## config.mk

```make
export PLATFORM = sky130hd
export DESIGN_NAME = pattern_search_engine
export DESIGN_NICKNAME = d
export VERILOG_FILES = /design/src/rtl/pattern_search_pkg.sv /design/src/rtl/window_match.sv /design/src/rtl/pattern_search_engine.sv
export SDC_FILE = /design/constraint.sdc
export NUM_CORES = 1
export LEC_CHECK = 0
export CAP_MARGIN = 20
export CORE_ASPECT_RATIO = 0.9
export CORE_MARGIN = 4
export CORE_UTILIZATION = 52
export DETAILED_ROUTE_END_ITERATION = 7
export HOLD_SLACK_MARGIN = 0.05
export PLACE_DENSITY = 0.76
export SLEW_MARGIN = 30
export SYNTH_ARGS = -nofsm -noshare
export SYNTH_HDL_FRONTEND = slang
export SYNTH_SLANG_ARGS = --single-unit
```

## constraint.sdc

```tcl
create_clock -name clk -period 3.8 [get_ports clk]
set_input_delay 0.38 -clock clk [delete_from_list [all_inputs] [get_ports clk]]
set_output_delay 0.38 -clock clk [all_outputs]
set_load 0.005 [all_outputs]
```

## src/rtl/pattern_search_pkg.sv

```systemverilog
// Shared types and constants for the pattern-count engine: state encoding,
// default memory map and the pattern width.
package pattern_search_pkg;

  localparam int unsigned PAT_ADDR_D = 32;
  localparam int unsigned OUT_ADDR_D = 33;
  localparam int unsigned N_BYTES_D  = 32;
  localparam int unsigned PW         = 5;

  typedef enum logic [2:0] {
    StLoadPat,
    StScan,
    StWrCtb,
    StWrCto,
    StWrCts,
    StDone
  } ps_state_t;

  // Population count of a 4-bit hit vector.
  function automatic logic [2:0] popcnt4(input logic [3:0] hits);
    logic [2:0] n;
    n = 3'd0;
    for (int k = 0; k < 4; k++) begin
      n = n + {2'b00, hits[k]};
    end
    return n;
  endfunction

endpackage

```

## src/rtl/window_match.sv

```systemverilog
// Counts pattern matches among the four windows inside one byte and the four
// windows straddling the previous byte's low nibble and the current byte.
module window_match
  import pattern_search_pkg::*;
(
  input  logic [PW-1:0] pat,
  input  logic [3:0]    prev,
  input  logic [7:0]    cur,
  input  logic          first,
  output logic [2:0]    inbyte_cnt,
  output logic [2:0]    cross_cnt
);

  logic [11:0] w;
  logic [3:0]  in_hit;
  logic [3:0]  x_hit;

  always_comb begin
    w      = {prev, cur};
    in_hit = 4'b0000;
    x_hit  = 4'b0000;
    // k = 0 covers cur[4:0] / w[8:4]; k = 3 covers cur[7:3] / w[11:7].
    for (int k = 0; k < 4; k++) begin
      in_hit[k] = (cur[k +: PW] == pat);
      x_hit[k]  = (w[k + 4 +: PW] == pat);
    end
    inbyte_cnt = popcnt4(in_hit);
    cross_cnt  = first ? 3'd0 : popcnt4(x_hit);
  end

endmodule

```

## src/rtl/pattern_search_engine.sv

```systemverilog
// Program-3 pattern-count engine: reads pattern and message from data memory,
// writes ctb/cto/cts back, then holds done until reset.
module pattern_search_engine
  import pattern_search_pkg::*;
#(
  parameter int unsigned N_BYTES  = N_BYTES_D,
  parameter int unsigned PAT_ADDR = PAT_ADDR_D,
  parameter int unsigned OUT_ADDR = OUT_ADDR_D,
  parameter int unsigned AW       = 8
) (
  input  logic          clk,
  input  logic          reset,
  output logic [AW-1:0] mem_addr,
  input  logic [7:0]    mem_rd_data,
  output logic          mem_wr_en,
  output logic [7:0]    mem_wr_data,
  output logic          done
);

  localparam logic [AW-1:0] LastIdx = AW'(N_BYTES - 1);

  ps_state_t     state_q;
  logic [PW-1:0] pat_q;
  logic [3:0]    prev_q;
  logic [7:0]    ctb_q;
  logic [7:0]    cto_q;
  logic [7:0]    cts_q;
  logic [AW-1:0] idx_q;
  logic          done_q;

  logic [2:0] inbyte_cnt;
  logic [2:0] cross_cnt;

  window_match u_window_match (
    .pat        (pat_q),
    .prev       (prev_q),
    .cur        (mem_rd_data),
    .first      (idx_q == '0),
    .inbyte_cnt (inbyte_cnt),
    .cross_cnt  (cross_cnt)
  );

  always_ff @(posedge clk) begin
    if (reset) begin
      state_q <= StLoadPat;
      pat_q   <= '0;
      prev_q  <= '0;
      ctb_q   <= '0;
      cto_q   <= '0;
      cts_q   <= '0;
      idx_q   <= '0;
      done_q  <= 1'b0;
    end else begin
      case (state_q)
        StLoadPat: begin
          pat_q   <= mem_rd_data[7:3];
          state_q <= StScan;
        end
        StScan: begin
          ctb_q  <= ctb_q + {5'd0, inbyte_cnt};
          cto_q  <= cto_q + {7'd0, |inbyte_cnt};
          cts_q  <= cts_q + {5'd0, inbyte_cnt} + {5'd0, cross_cnt};
          prev_q <= mem_rd_data[3:0];
          if (idx_q == LastIdx) begin
            state_q <= StWrCtb;
          end else begin
            idx_q <= idx_q + AW'(1);
          end
        end
        StWrCtb: state_q <= StWrCto;
        StWrCto: state_q <= StWrCts;
        StWrCts: begin
          state_q <= StDone;
          done_q  <= 1'b1;
        end
        StDone:  state_q <= StDone;
        default: state_q <= StLoadPat;
      endcase
    end
  end

  // Writes are gated by reset so an abort never commits a partial result.
  always_comb begin
    mem_addr    = AW'(PAT_ADDR);
    mem_wr_en   = 1'b0;
    mem_wr_data = 8'd0;
    case (state_q)
      StScan: mem_addr = idx_q;
      StWrCtb: begin
        mem_addr    = AW'(OUT_ADDR);
        mem_wr_en   = ~reset;
        mem_wr_data = ctb_q;
      end
      StWrCto: begin
        mem_addr    = AW'(OUT_ADDR + 1);
        mem_wr_en   = ~reset;
        mem_wr_data = cto_q;
      end
      StWrCts: begin
        mem_addr    = AW'(OUT_ADDR + 2);
        mem_wr_en   = ~reset;
        mem_wr_data = cts_q;
      end
      default: ;
    endcase
  end

  assign done = done_q;

endmodule

```

After elaboration in Yosys (flattened, before gate mapping)
Cells that the tools add are included.
- flip-flop bits (word level): 45
- bits of input ports: 10
- word-level logic and storage cells: 48
- output and inout port bits: 18
- eq/ne operators: 15
- $add $sub $neg: 11
- reduce and logical (&&, ||, !) cells: 6
- muxes and demuxes: 6
- bitwise gates (word level): 2
- operators with widths (kind ; count):
    == test 5 bit ; 8
    one-hot mux 8 bit (4 select lines) ; 1
    adder 8 x 3 -> 8 bit ; 3
    one-hot mux 8 bit (3 select lines) ; 1
    one-hot mux 3 bit (5 select lines) ; 1
    adder 3 x 1 -> 3 bit ; 4
    adder 8 x 1 -> 8 bit ; 1
    adder 8 x 1 -> 8 bit, second input constant ; 1
    == test 8 x 5 -> 1 bit, second input constant ; 1
    logical NOT 8 bit ; 1
    == test 3 x 2 -> 1 bit, second input constant ; 2
    == test 3 bit, second input constant ; 2
    two-way mux 3 bit ; 2
    OR reduction 3 bit ; 2
    adder 1 x 1 -> 2 bit ; 2
    == test 3 x 1 -> 1 bit, second input constant ; 1
    logical NOT 3 bit ; 1
    inequality test 2 bit, second input constant ; 1
    inverter 1 bit ; 2
    AND reduction 2 bit ; 1
    OR reduction 2 bit ; 1
    two-way mux 1 bit ; 1

Logic depth before layout (Yosys ltp)
- depth in word-level cells: 6
- gate-level depth with buffers: 16
- mapped depth without buffers: 15

Modules after synthesis
From an unflattened synthesis, not the netlist that was laid out.
- cell total of the unflattened synthesis: 361
- area, all modules: 3056.7 sq um
- modules (own cells, without submodules) (module ; cells an instance ; area each (sq um) ; instances ; seq. area each (sq um)):
    pattern_search_engine ; 285 ; 2402.3 ; 1 ; 900.9
    window_match ; 76 ; 654.4 ; 1 ; 0.0

Worst setup path after synthesis
No wires, ideal clock.
- kind: reg-to-reg
- start: register pat_q[0]
- end: register cts_q[7]
- data arrival time: 3.782 ns
- required time: 3.672 ns
- stages on the path, launching flop included: 17
- buffers on the path: 1
- setup slack: -0.110 ns
- library setup time: 0.128 ns
- clock period less this slack: 3.910 ns
- path through: dfxtp_1 > clkbuf_1 > xnor2_1 > nand3_1 > nor3_1 > ha_1 > fa_1 > ha_1 > inv_1 > fa_1 > inv_1 > ha_1 > fa_1 > a21o_1 > nand4_1 > xor2_1 > nor2_1
- word-level cells in the longest chain between the ends: 6
- elaborated cells on any way between the ends: 17
- those cells by class: 8 x add/sub; 8 x eq/ne; 1 x mux
- RTL lines (element ; RTL line ; RTL):
    start, declared ; pattern_search_engine.sv:23 ; logic [PW-1:0] pat_q;
    start signal, assigned ; pattern_search_engine.sv:56 ; pat_q <= mem_rd_data[7:3];
    == test 5 bit (on tied branches) ; window_match.sv:24, window_match.sv:25 ;
    adder 1 x 1 -> 2 bit ; pattern_search_pkg.sv:24 ; n = n + {2'b00, hits[k]};
    adder 3 x 1 -> 3 bit (2 in a row) ; pattern_search_pkg.sv:24 ;
    adder 8 x 3 -> 8 bit / two-way mux 3 bit (equally long branches) ; pattern_search_engine.sv:62, window_match.sv:28 ;
    adder 8 x 3 -> 8 bit (*) ; pattern_search_engine.sv:62 ; cts_q <= cts_q + {5'd0, inbyte_cnt} + {5'd0, cross_cnt};
    end signal, assigned ; pattern_search_engine.sv:62 ;
    end, declared ; pattern_search_engine.sv:27 ; logic [7:0] cts_q;
Every way passes the cells marked *; elsewhere a longest branch is shown, timed or not.
A chain may end at the register's enable or synchronous reset.

Worst setup path in the final report
- start: input port mem_rd_data[0]
- end: register cts_q[7]
- word-level cells in the longest chain between the ends: 6
- RTL lines (element ; RTL line ; RTL):
    start, declared ; pattern_search_engine.sv:14 ; input logic [7:0] mem_rd_data,
    == test 5 bit ; window_match.sv:24 ; in_hit[k] = (cur[k +: PW] == pat);
    adder 1 x 1 -> 2 bit ; pattern_search_pkg.sv:24 ;
    adder 3 x 1 -> 3 bit (2 in a row) ; pattern_search_pkg.sv:24 ;
    adder 8 x 3 -> 8 bit (2 in a row) ; pattern_search_engine.sv:62 ;
No other way between the ends.

==> flow_summary.toml <==
[cells_and_area]
drive_gt1_frac = 0.156
final_cell_area_sq_mm = 0.00366
instances_no_fill = 480
layout_commonest_cell = "nand2_1"
layout_common_cells = "nand2_1 (42), dfxtp_1 (40), nor2_1 (31)"
nets = 441
n_antenna_cell = 0
synthToLayoutAreaGrowth_pct = 20.0

[setup_path]
crit_type = "input pin to register"
cp.arrival_ns = 3.83
cp.required_ns = 3.98
r2r_end = "cts_q[7]$_SDFFE_PP0N_"
start_kind = "input pin"
timing.rr.start = "pat_q[1]$_SDFFE_PP0N_"
critPathMaxFanout = 2
r2r_slack_ns = 0.18
endpoint_kind = "register"
r2r_cells = 15

[sta]
worst_pin_slew_ns = 0.923
rsz0062_at_grt = "false"
setup-tns-final_ns = 0
fmax_mhz = 274
drv_slew = 0
finalSetupViolations = 0
period_needed_ns = 3.65
hold_viol = 0
skew_ns = 0.0102
whs_ns = 0.475
fin_crit_sh = 0.961
fin_ws_ns = 0.149
relSlewSlack = 0.384

[global_routing]
grt_max_degree = 49
grt_pass1_vias = 2656
grt_pass1_wl_microns = 12000
top_usage_layer = "met2"
grtUsageMet3 = 0.0338
gr-usage-all-layers = 0.211
overflow = 0
grt.met2_usage = 0.349
antenna_found_initial = 0
grtUsageMet1 = 0.280

[synth]
synth_top_area_share = 0.296
synth-edff-count = 0
seq_area_frac_synth = 0.296
synthDistinctLibCells = 42
yosys-top-cells-area = "dfxtp_1 (30%), xnor2_1 (8.6%), xor2_1 (6.6%), ha_1 (6.6%), nand2_1 (5.2%)"
async_reset_ff_frac = 0
ys_warn_count = 0
syn-mean-instance-area_sq_um = 8.13
synthCells = 375
ys_seq_elements = 45
syn-cell-area_sq_mm = 0.00305
syn-num-nets = 407
synth_top_cell_by_area = "dfxtp_1"
synth_ff_type = "dfxtp_1"

[floorplanning]
core-area_sq_mm = 0.00569
io_pins = 28
initial_core_util = 0.535
die_w_microns = 88.7
std_cell_rows = 26
chipHeight_microns = 80.6
die-area_sq_mm = 0.00715

[drt]
wire_per_inst_microns = 14.8
viasPerCell = 5.56
drt_iter0_markers = 107
drt-total-wl_microns = 7100
num_vias = 2668
drc = 0
drt-pass1-iter-count = 4
ant_nets = 0

[clock_tree]
clockRootBuffer = "clkbuf_8"
cts_tree = "built"
clock_path_buffers = 2
htree_levels = 2
hold_buffers = 0
cts_made_buffers = 5
worstSkewPairLatency_ns = 0.31
post_cts_buffers = 0
cts.sinks = 45
clk_pin_slew_ns = 0.10

[power]
vdd_drop_max_v = 0.000203
p_per_area_mw_per_mm2 = 273
leakagePower_nw = 1.48

[run]
max_cap_viol_count = 0

[place]
dp_cells = 473
io_buffers = 27
dp_slack_ns = -0.568
dp_hpwl_microns = 5080
gp_congestion = 0.833
place_area_sq_mm = 0.00351

[worst_hold_path]
hold_end = "prev_q[3]$_SDFFE_PP0N_"
hold_depth = 2
holdCritPathClass = "register to register"
hold_path_startpoint = "prev_q[3]$_SDFFE_PP0N_"

[outcome]
status = "finished, final reports clean"
[area by class of cell]
| cell class | instances | area [sq um] |
|---|---|---|
| Fill cell | 488 | 2040 |
| Multi-Input combinational cell | 291 | 2040 |
| Sequential cell | 45 | 915 |
| Timing Repair Buffer | 56 | 490 |
| Tap cell | 70 | 87.6 |
| Clock buffer | 5 | 68.8 |
| Inverter | 10 | 37.5 |
| Clock inverter | 3 | 21.3 |
[how the worst max path moves through the flow]
stage                          startpoint               endpoint  slack (ns)  cells past startpoint
CTS                        mem_rd_data[0]  cts_q[7]$_SDFFE_PP0N_        0.03                     16
detailed placement         mem_rd_data[5]  cts_q[7]$_SDFFE_PP0N_       -0.57                     16
global placement           mem_rd_data[5]  cts_q[7]$_SDFFE_PP0N_       -0.43                     16
finish                     mem_rd_data[0]  cts_q[7]$_SDFFE_PP0N_        0.15                     16
global route        pat_q[4]$_SDFFE_PP0N_  cts_q[7]$_SDFFE_PP0N_       0.004                     15
floorplan           pat_q[3]$_SDFFE_PP0N_  cts_q[7]$_SDFFE_PP0N_        0.03                     15
[per-layer routing]
| layer | part of all wire | wire length (microns) |
|---|---|---|
| met1 | 0.47 | 3340 |
| met3 | 0.034 | 239 |
| met2 | 0.48 | 3390 |
| met4 | 0.018 | 131 |
| met5 | 0 | 0 |
[report_power, final]
part,internal (mW),switching [mW]
Clock,0.131,0.188
Sequential,0.485,0.0201
Combinational,0.0820,0.0900
Total,0.698,0.299
[state kept, by name (all words and copies together), names as in the netlist]
name and flops:
ctb_q 8, cto_q 8, cts_q 8, idx_q 8
pat_q 5, prev_q 4, state_q 3, done 1
[critical path: stages]
cell and delay, ns:
clkdlybuf4s50_1 0.50, xnor2_1 0.13, nand3_1 0.12, nor3_2 0.12
ha_1 0.26, fa_2 0.38, ha_4 0.28, inv_1 0.05
fa_1 0.50, inv_1 0.05, ha_2 0.20, fa_2 0.34
a21o_1 0.19, nand4_1 0.11, xor2_1 0.17, nor2_1 0.06
[logic make-up (layout without fill, tap and decap cells)]
family	count (synthesis)	in the layout	share of synthesized area
AO/OA/AOI/OAI	66	66	0.129
XOR/XNOR	53	53	0.152
adder cells (fa/ha/maj)	22	22	0.105
buffers and inverters	39	74	0.0538
flip-flops	45	45	0.296
multiplexers	9	9	0.0308
AND/OR/NAND/NOR	141	141	0.234
[cells in the mapped netlist, types with 2 or more instances]
| master | number |
|---|---|
| inv_1 | 10 |
| a22oi_1 | 8 |
| xnor2_1 | 30 |
| and3_1 | 2 |
| a21o_1 | 3 |
| nand2_1 | 42 |
| nor2_1 | 31 |
| a21oi_1 | 27 |
| dfxtp_1 | 45 |
| mux2_2 | 3 |
| mux2i_1 | 6 |
| ha_1 | 16 |
| clkbuf_1 | 14 |
| xor2_1 | 23 |
| o21ai_0 | 15 |
| or3_1 | 7 |
| buf_1 | 8 |
| nor2b_1 | 6 |
| nor3_1 | 10 |
| fa_1 | 6 |
| nand4_1 | 9 |
| and2_1 | 8 |
| nand3_1 | 11 |
| nand2b_1 | 5 |
| buf_2 | 5 |
| nor3_2 | 2 |
| a211oi_1 | 8 |
[through the flow]
stage / utilization / total power, mW
finish: 0.642 / 0.997
floorplan: - / 0.630
global placement: 0.616 / 0.679
global route: 0.642 / 1.04
CTS: 0.635 / 0.998
detailed placement: 0.616 / 0.684
[repair_timing]
| item | CTS | global route |
|---|---|---|
| resized for setup | 9 | 18 |
| setup endpoints to repair | 6 | 6 |
| cloned | 0 | 0 |
| pin swaps | 0 | 9 |
Power figures use the tool's default switching activity.
